--- src/rtl/bit_count_unit.sv ---
// Population counter: counts ones (mode=0) or zeros (mode=1) in data_in by shifting the operand out MSB-first.
// Latency N+1 cycles after accept (N = DATA_W - lowest set bit index of operand); ready/done are Moore-decoded, abort cancels.
module bit_count_unit #(
    parameter int DATA_W = 8,
    parameter int CNT_W  = $clog2(DATA_W + 1)
) (
    input  logic              clk,
    input  logic              rst_b,
    input  logic              start,
    input  logic              mode,
    input  logic [DATA_W-1:0] data_in,
    input  logic              abort,
    output logic              ready,
    output logic              done,
    output logic [CNT_W-1:0]  count
);

    typedef enum logic [1:0] {
        ST_IDLE  = 2'd0,
        ST_SHIFT = 2'd1,
        ST_DONE  = 2'd2
    } state_t;

    state_t              state_q;
    logic [DATA_W-1:0]   r1_q;
    logic [CNT_W-1:0]    cnt_q;
    logic                ready_q;
    logic                done_q;

    // ready/done are registered alongside the state so they are pure Moore outputs.
    always_ff @(posedge clk or negedge rst_b) begin
        if (!rst_b) begin
            state_q <= ST_IDLE;
            r1_q    <= '0;
            cnt_q   <= '0;
            ready_q <= 1'b1;
            done_q  <= 1'b0;
        end else if (abort) begin
            state_q <= ST_IDLE;
            r1_q    <= '0;
            cnt_q   <= '0;
            ready_q <= 1'b1;
            done_q  <= 1'b0;
        end else begin
            case (state_q)
                ST_IDLE: begin
                    if (start) begin
                        r1_q    <= data_in ^ {DATA_W{mode}};
                        cnt_q   <= '0;
                        state_q <= ST_SHIFT;
                        ready_q <= 1'b0;
                    end
                end
                ST_SHIFT: begin
                    // Once the remaining operand is empty no further ones can appear.
                    if (r1_q == '0) begin
                        state_q <= ST_DONE;
                        done_q  <= 1'b1;
                    end else begin
                        r1_q  <= r1_q << 1;
                        cnt_q <= cnt_q + CNT_W'(r1_q[DATA_W-1]);
                    end
                end
                ST_DONE: begin
                    state_q <= ST_IDLE;
                    done_q  <= 1'b0;
                    ready_q <= 1'b1;
                end
                default: begin
                    state_q <= ST_IDLE;
                    r1_q    <= '0;
                    cnt_q   <= '0;
                    ready_q <= 1'b1;
                    done_q  <= 1'b0;
                end
            endcase
        end
    end

    assign ready = ready_q;
    assign done  = done_q;
    assign count = cnt_q;

endmodule

--- config.mk ---
export PLATFORM = sky130hd
export DESIGN_NAME = bit_count_unit
export DESIGN_NICKNAME = d
export VERILOG_FILES = /design/src/rtl/bit_count_unit.sv
export SDC_FILE = /design/constraint.sdc
export NUM_CORES = 1
export LEC_CHECK = 0
export CAP_MARGIN = 0
export CORE_ASPECT_RATIO = 0.9
export CORE_UTILIZATION = 48
export CTS_CLUSTER_DIAMETER = 120
export CTS_CLUSTER_SIZE = 20
export DETAILED_ROUTE_END_ITERATION = 16
export PLACE_DENSITY = 0.77
export SLEW_MARGIN = 20
export SYNTH_ARGS = -nofsm -noshare
export SYNTH_HDL_FRONTEND = slang
export SYNTH_SLANG_ARGS = --single-unit
--- constraint.sdc ---
create_clock -name clk -period 1.6 [get_ports clk]
set_input_delay 0.24 -clock clk [delete_from_list [all_inputs] [get_ports clk]]
set_output_delay 0.24 -clock clk [all_outputs]
set_load 0.05 [all_outputs]
======== Yosys cells after proc, flatten, opt, wreduce, memory -nomap -nowiden ========
Index checks and enable logic that the tools add are counted.
W data, S select, Z words.
storage, ports and cells
  bits of input ports ..................... 13
  output and inout bits ................... 6
  word-level logic and storage cells ...... 39
  flip-flop bits (word level) ............. 16
cells by class
  equality and inequality tests ........... 8
  reductions and logical operators ........ 6
  multiplexer cells ....................... 18
  bitwise gates (word level) .............. 1
  add/sub/neg operators ................... 1
operators with widths
  cell                  number
  $mux W8               3
  $pmux W8 S3           1
  $mux W4               3
  $pmux W4 S3           1
  $ne A3 B3 Y1 const B  3
  $logic_not A8 Y1      1
  $xor A8 B8 Y8         1
  $mux W2               3
  $ne A2 B2 Y1 const B  3
  $reduce_and A2 Y1     3
  $add A4 B1 Y4         1
  $mux W1               4
  $pmux W1 S2           2
  $pmux W2 S2           1
  $reduce_and A3 Y1     1
  $eq A2 B1 Y1 const B  1
  $eq A2 B2 Y1 const B  1
  $logic_not A2 Y1      1

======== Logic depth before layout (Yosys ltp) ========
  depth after elaboration ................. 4
  mapped depth ............................ 5
  mapped depth without buffers ............ 5

======== Worst setup path before layout ========
Ideal clock, no wire load.
  kind .................................... register -> register
  from .................................... reg cnt_q[0], in the netlist count[0]
  to ...................................... reg cnt_q[2], in the netlist count[2]
  data required time ...................... 1.476 ns
  arrival ................................. 1.471 ns
  period minus slack after synthesis ...... 1.594 ns
  setup time .............................. 0.124 ns
  path slack .............................. 0.006 ns
  cell stages (with the launch flop) ...... 5
  path buffers ............................ 0
  path through ............................ dfrtp_1 > ha_1 > ha_1 > and4b_1 > a211o_1
on the way
  longest elaborated chain between the ends .. 4
ends and longest elaborated chain
  element                   RTL line  text
  start: declaration        26        logic [CNT_W-1:0] cnt_q;
  start signal: assignment  61        cnt_q <= cnt_q + CNT_W'(r1_q[DATA_W-1]);
  $add A4 B1 Y4             61
  $mux W4                   56        if (r1_q == '0) begin
  $pmux W4 S3               45        case (state_q)
  $mux W4                   38        end else if (abort) begin
No other way between the ends. The select of a mux whose other input is x is not followed.
A chain may end at the register's enable or synchronous reset.

======== Worst setup path after layout ========
  from .................................... reg r1_q[0]
  to ...................................... reg cnt_q[2], in the netlist count[2]
on the way
  longest elaborated chain between the ends .. 3
ends and longest elaborated chain
  element                             RTL line  text
  start: declaration                  25        logic [DATA_W-1:0] r1_q;
  start signal: assignment            48        r1_q <= data_in ^ {DATA_W{mode}};
  start signal: assignment            60        r1_q <= r1_q << 1;
  $logic_not A8 Y1                    56
  $ne A3 B3 Y1 (no source line)       n/a
  $reduce_and A3 Y1 (no source line)  n/a
No other way between the ends.

==> out/metrics.cfg <==
[logic_synthesis]
yosys-top-cells-count = 15 x dfrtp_1, 12 x nor2_1, 8 x xnor2_1, 5 x a221o_1, 5 x nand2_1
synth_cell_types = 24
synth_flop_cell = dfrtp_1
syn_area_per_cell_sq_um = 11.0
async_flop_share_pct = 100
syn-num-nets = 91
yosysSeqAreaShare_pct = 48.2
synth_largest_area_cell = dfrtp_1
yosysTopAreaCellShare_pct = 45.0
synth-edff-count = 0
yosysMostFrequentCell = dfrtp_1
synth_seq_cells = 16
syn-cell-area_sq_um = 833
ys.warnings.count = 0
postSynthCellCount = 76
synthTopCellsByArea = dfrtp_1 45%, xnor2_1 8.4%, a221o_1 6.0%

[pwr]
p_per_area_mw_per_mm2 = 873
ir_drop_uv = 660
p_total_mw = 0.963
cellLeakagePower_nw = 0.517

[worst_setup_path]
rr_startpoint = r1_q[0]$_DFFE_PN0P_
crit_required_ns = 1.78
worstRegToRegCells = 4
cp-start-kind = flip-flop
cp.arrival_ns = 1.62
cpMaxStageDelayCell = dfrtp_1
path_cells = nor4_4 > nand2_2 > and4b_1 > a211o_1
critPathMaxStageDelay_ns = 0.44
critPathMaxFanout = 5
rrSetupSlack_ns = 0.16
critPathKind = flip-flop to flip-flop
rr_endpoint = count[2]$_DFFE_PN0P_
cp-end-kind = flip-flop

[status]
outcome = finished clean

[place]
dp_slack_ns = -0.00861
dpl_cell_area_sq_mm = 0.00108
gp_congestion = 0.816
hpwl_um = 1410
dp_cells = 120
io_buffer_count = 18

[finish]
final_area_sq_mm = 0.00110
fin_nets = 118
fin_cells = 124
syn_to_final_growth_pct = 32.3
diodes = 0
drive_gt1_share_pct = 22.5
fin_util_pct = 72.1

[timing]
maxSlewHeadroom_pct = 79.6
hold_viol_final = 0
finalMaxSlewViolations = 0
worst_pin_slew_ns = 0.305
period_share_pct = 90.0
setup_viol = 0
whs_ns = 0.257
fin_skew_ns = 0.00593
rsz0062_at_grt = no
setup_ws_ns = 0.160
finalSetupTns_ns = 0
maxClockFrequency_mhz = 695
final.min_clock_period_ns = 1.44

[route]
drt-met1-wl_um = 733
routed_wl_um = 1800
wl_per_cell_um = 14.5
vias = 690
dr.pass1.iters = 4
wl_met2_um = 940
vias_per_cell = 5.56
first_iter_violations = 20
met3_length_um = 68
dr.max_layer_used = met4
drcViolationCount = 0
antenna_left = 0

[global_route]
grt_use_total_pct = 21.3
grt_pass1_wl_um = 2890
grt_antenna_before_repair = 0
grt-ovfl-total = 0
grt_pass1_vias = 667
grt_max_degree = 17

[clock_network]
worstSkewPairLatency_ns = 0.28
clk_pin_slew_worst_paths_ns = 0.09
cts_buffer_depth = 2
clock-sinks = 16
cts_tree = done
cts_buffers = 3
clockRootBuffer = clkbuf_4
post-cts-setup-buffer-count = 0
cts-resized-gates = 0
htreeDepth = 1
postCtsHoldBufs = 0

[floorplanning]
core-area_sq_mm = 0.00153
initial_utilization_pct = 54.5
die_x_um = 45.9
ios = 19
die_area_sq_mm = 0.00191
die_y_um = 41.5
row_count = 13

[worst_hold_path]
min_path_type = primary input to asynchronous set/reset pin

[job]
cap_violations = 0

-- where the power goes --
part / internal, mW / switching [mW] / leakage, nW / total, mW
Clock: 0.0968 / 0.124 / 0.0150 / 0.221
Combinational: 0.134 / 0.127 / 0.288 / 0.261
Sequential: 0.438 / 0.0427 / 0.214 / 0.481
-- layout make-up --
type | instances | area (sq um)
sequential | 16 | 402
clock buffer | 4 | 26.3
fill | 122 | 427
tap | 22 | 27.5
inverter | 3 | 11.3
timing repair buffer | 25 | 230
multi-input combinational | 54 | 405
-- critical path: cells and delay by family (launching register included) --
kind | cells | cell delay (ns)
simple gates | 3 | 0.63
flops | 1 | 0.44
compound gates | 1 | 0.26
-- metal layers --
layer | GRT usage (%) | vias to the layer above
met5 | 0 | -
met1 | 25.8 | 329
met2 | 35.8 | 26
met4 | 7.06 | 0
met3 | 5.22 | 6
li1 | - | 329
-- placed cells by master, fill, tap and decap left out --
cell and count:
dfrtp_1 15, nor2_1 12, clkdlybuf4s50_1 12, buf_4 12, xnor2_1 8, a221o_1 5
nand2_1 5, inv_1 3, o21ai_0 3, clkbuf_4 3, nor4_4 2, nand3_1 2
a21oi_1 2, a211o_1 2, a32o_1 2, a221o_2 2, ha_1 2, nand2_2 1
o21a_1 1, nor3b_2 1, a211oi_1 1, nor3b_1 1, and4b_1 1, o21bai_1 1
clkbuf_1 1, buf_12 1, dfstp_2 1
-- worst max-delay path by stage --
stage | start | slack, ns | end | depth (start not counted)
4_1_cts | r1_q[0]$_DFFE_PN0P_ | 0.16 | count[2]$_DFFE_PN0P_ | 4
3_5_place_dp | abort | -0.009 | r1_q[4]$_DFFE_PN0P_ | 5
2_1_floorplan | count[0]$_DFFE_PN0P_ | 0.006 | count[2]$_DFFE_PN0P_ | 4
3_3_place_gp | abort | 0.05 | r1_q[4]$_DFFE_PN0P_ | 5
6_report | r1_q[0]$_DFFE_PN0P_ | 0.16 | count[2]$_DFFE_PN0P_ | 4
5_1_grt | r1_q[0]$_DFFE_PN0P_ | 0.09 | count[2]$_DFFE_PN0P_ | 4
-- flip-flops by register name, indices dropped and copies added, names as in the netlist --
register  count
r1_q          8
state_q       2
done          1
ready         1
count         4
-- cell families (layout without fill, tap and decap cells) --
logic type	after synthesis	in the layout	share of synthesized area, %
DFF	16	16	48.2
and+or+nand+nor	25	25	18.3
xor gates and xnor gates	8	8	8.41
adders and majority gates	2	2	3.00
buffers and inverters	6	32	3.15
AOI/OAI and AO/OA	19	19	18.9
Power figures use the tool's default switching activity.
==> RTL change 1 (config.mk and constraints unchanged) <==
Register the output `count` once more, without a reset; this adds one clock of latency there. The other outputs are not delayed to match.
--- a/src/rtl/bit_count_unit.sv
+++ b/src/rtl/bit_count_unit.sv
@@ -81,3 +81,5 @@
     assign done  = done_q;
-    assign count = cnt_q;
+    always_ff @(posedge clk) begin
+        count <= cnt_q;
+    end
 
Behaviour: not the same (Yosys sat finds a counterexample within 4 cycles, from zero or initial values and one cycle with rst_b low).
==> RTL change 1 against the original RTL <==
Total power up 47%; routed wire length up 8.2%; count of clock-buffer cells in the layout down 1; critical path depth unchanged; global-route usage up 0.66 points; sequential cell count up 4; worst setup slack worse by 0.14 ns; design area up 20%; synthesized area up 11%; critical path type unchanged; largest power group unchanged.
==> RTL change 1: results (changes against the original RTL) <==
Outcome
  – Status: finished, final reports clean

Place
  – Post-DP Area: 1250 um2 (+16%)
  – Gpl congestion: 0.798 (-2.2%)
  – Pre-CTS WS: -0.0464 ns (-0.0378 ns)
  – DP Cell Count: 141 (+18%)
  – Dpl hpwl: 1540 um (+9.2%)

Logic synthesis
  – Async SR Flop Fraction: 80.0% (-20 points)
  – Sequential-to-total area share from yosys stat: 52.1% (+3.9 points)
  – Post-synthesis xor/xnor area fraction: 7.58% (-0.83 points)
  – Synth cell count leaders: 15 x dfrtp_1, 11 x nand2_1, 9 x o21ai_0, 8 x xnor2_1, 7 x a22o_1
  – Ys Warns: 0 (unchanged)
  – Compound-gate portion of the synthesized area: 19.2% (+0.30 points)
  – Avg Cell Area, Syn: 10.9 um2 (-0.79%)
  – Post-Synth Adder-Cell Area: 2.71% (-0.30 points)
  – Syn Nets: 100 (+9.9%)
  – Yosys cell types: 29 (+21%)
  – Dominant cells by area after synthesis: dfrtp_1 41%, dfxtp_1 8.7%, xnor2_1 7.6%

Setup path
  – Worst-path fanout max: 4 (-1)
  – Crit path DAT: 1.77 ns (+0.15 ns)

Route
  – Met3 WL: 76 um (+12%)
  – Total length of routed wires: 1940 um (+8.2%)
  – Number of DRC markers in iteration 0: 15 (-25%)
  – Post-Route M1 WL: 887 um (+21%)
  – Drt via density: 5.41 (-2.8%)
  – Overall via count from detail_route: 795 (+15%)
  – Metal2 WL: 957 um (+1.8%)

Global route
  – GRT Overall Usage: 21.9% (+0.66 points)
  – First-pass GRT wire length: 3190 um (+10%)
  – Global-route met2 utilization: 34.1% (-1.6 points)
  – Largest net degree at the start of global routing: 16 (-1)
  – Vias in the first global route: 732 (+9.7%)
  – GR Util met3: 3.75% (-1.5 points)
  – Met1 capacity usage during global routing: 30.1% (+4.3 points)

Final layout
  – Fillers: 120 (-1.6%)
  – Share of cells above drive strength 1: 30.1% (+7.5 points)

STA
  – Worst Skew: 0.00561 ns (-0.000318 ns)
  – Worst slew pin tran: 0.390 ns (+0.0852 ns)
  – Hold slack final: 0.165 ns (-0.0919 ns)

Clocking
  – H-tree levels: 1 (unchanged)
  – Clk_lat worst skew: 0.30 ns (+0.02 ns)

Power
  – P_sw: 0.387 mW (+32%)
  – Peak supply drop: 0.000789 V (+19%)
  – Leakage: 0.616 nW (+19%)
[RTL change 1: cell types whose count changed after synthesis, sizes merged, moves of 2 or more]
| cell | change |
|---|---|
| nor3 | +2 |
| o21ai | +6 |
| nor4 | -2 |
| nor2 | -8 |
| or4 | +3 |
| inv | -2 |
| a221o | -7 |
| nand2 | +5 |
| a22o | +7 |
| dfxtp | +4 |
[RTL change 1: final timing paths]
check | from | end | slack (ns)
setup / recovery | r1_q[4] | cnt_q[2] | 0.02
hold / removal | rst_b | cnt_q[3] | 0.17
setup reg to reg | r1_q[4] | cnt_q[2] | 0.02
hold reg to reg | cnt_q[0] | count[0] | 0.44
max in group asynchronous | rst_b | state_q[0] | 0.99
min in group clk | cnt_q[0] | count[0] | 0.44
[RTL change 1: layout make-up]
class	instances	area, um2	area share (%)
multi-input combinational	61	433	32.8
clock buffer	3	22.5	1.70
sequential	20	482	36.5
timing repair buffer	37	320	24.2
clock inverter	1	30.0	2.27
tap	24	30.0	2.27
inverter	1	3.75	0.284
[RTL change 1: what timing repair did]
| action | in CTS | in global routing |
|---|---|---|
| resized for setup | 0 | 1 |
| setup endpoints to repair | 7 | 10 |
| pin swaps | 1 | 1 |
| setup buffers | 1 | 2 |
[RTL change 1: power groups by stage]
stage / clock network [mW] / registers [mW] / logic (mW)
after floorplan: 0 / 0.611 / 0.199
after global placement: 0 / 0.589 / 0.401
after detailed placement: 0 / 0.592 / 0.411
after CTS: 0.410 / 0.581 / 0.412
after global routing: 0.429 / 0.587 / 0.463
final: 0.405 / 0.583 / 0.426
[RTL change 1: critical path, cell delays in order (launching register included)]
cell	delay, ns
dfrtp_1	0.39
or4_4	0.55
nor2_4	0.18
nor4b_1	0.07
a211o_1	0.28
==> RTL change 2 (config.mk and constraints unchanged) <==
Without the edit above. `DATA_W`: 8 -> 16.
--- a/src/rtl/bit_count_unit.sv
+++ b/src/rtl/bit_count_unit.sv
@@ -3,3 +3,3 @@
 module bit_count_unit #(
-    parameter int DATA_W = 8,
+    parameter int DATA_W = 16,
     parameter int CNT_W  = $clog2(DATA_W + 1)
Ports: changed (resized count and data_in); port bits go from 19 to 28. The function was not compared with the original's and may differ.
==> RTL change 2 against the original RTL <==
Total power up 68%; sequential cell count up 9; worst setup slack got worse by 0.15 ns; combinational power rose by 110%; design area increased by 80%; routed wire length grew 82%; cell count rose by 81%; fmax shrank 9.4%; synthesized area rose by 67%; sequential power increased by 62%; worst hold slack about the same; largest power group unchanged.
==> RTL change 2: results (changes against the original RTL) <==
Global route
  – Vias in the first global route: 1122 (+68%)
  – First-pass GRT wire length: 4950 um (+71%)
  – GRT Overall Usage: 21.8% (+0.54 points)

Clocking
  – Clk_lat worst skew: 0.32 ns (+0.04 ns)
  – Clock-pin slew on the worst setup and hold paths: 0.14 ns (+0.05 ns)

Route
  – Met3 WL: 131 um (+93%)
  – Overall via count from detail_route: 1194 (+73%)
  – Number of DRC markers in iteration 0: 39 (+95%)
  – Post-Route M1 WL: 1470 um (+100%)

Outcome
  – Status: finished, final reports clean

Logic synthesis
  – Avg Cell Area, Syn: 10.2 um2 (-7.4%)
  – Mapped cell area: 1390 um2 (+67%)
  – Yosys cell types: 30 (+25%)
  – Dominant cells by area after synthesis: dfrtp_1 43%, o2bb2ai_1 9.4%, xnor2_1 9.4%
  – Compound-gate portion of the synthesized area: 21.1% (+2.2 points)
  – Sequential-to-total area share from yosys stat: 45.1% (-3.1 points)

Place
  – Dpl hpwl: 2310 um (+63%)
  – Post-DP Area: 1860 um2 (+73%)
  – Pre-CTS WS: -0.0614 ns (-0.0528 ns)
  – Gpl congestion: 0.858 (+5.2%)

Final layout
  – Register cell area after layout: 628 um2 (+56%)
  – Nonclk buf count: 53 (+110%)
  – Fillers: 207 (+70%)
  – Seq area share: 31.6% (-4.8 points)
  – Layout non-clock buf frac: 27.0% (+6.1 points)
==> RTL change 2: changes by cell type after synthesis, moves of 4 or more <==
| cell | change |
|---|---|
| xnor2_1 | +7 |
| o2bb2ai_1 | +15 |
| nor2_1 | +6 |
| a21oi_1 | +15 |
| a221o_1 | -5 |
| nor4_1 | +4 |
| dfrtp_1 | +9 |
==> RTL change 2: path summary, 6_finish.rpt <==
path / from / to / slack (ns) / cells after the start
setup / recovery: r1_q[15] / r1_q[4] / 0.01 / 5
hold / removal: rst_b / count[4] / 0.26 / 2
setup reg to reg: r1_q[15] / r1_q[4] / 0.01 / 5
hold reg to reg: ready / ready / 0.50 / 2
max in group asynchronous: rst_b / ready / 1.04 / 2
min in group clk: ready / ready / 0.50 / 2
==> RTL change 2: power by group <==
group | internal (mW) | switching [mW] | total [mW]
logic | 0.303 | 0.250 | 0.553
clock network | 0.0977 | 0.190 | 0.288
registers | 0.697 | 0.0825 | 0.780
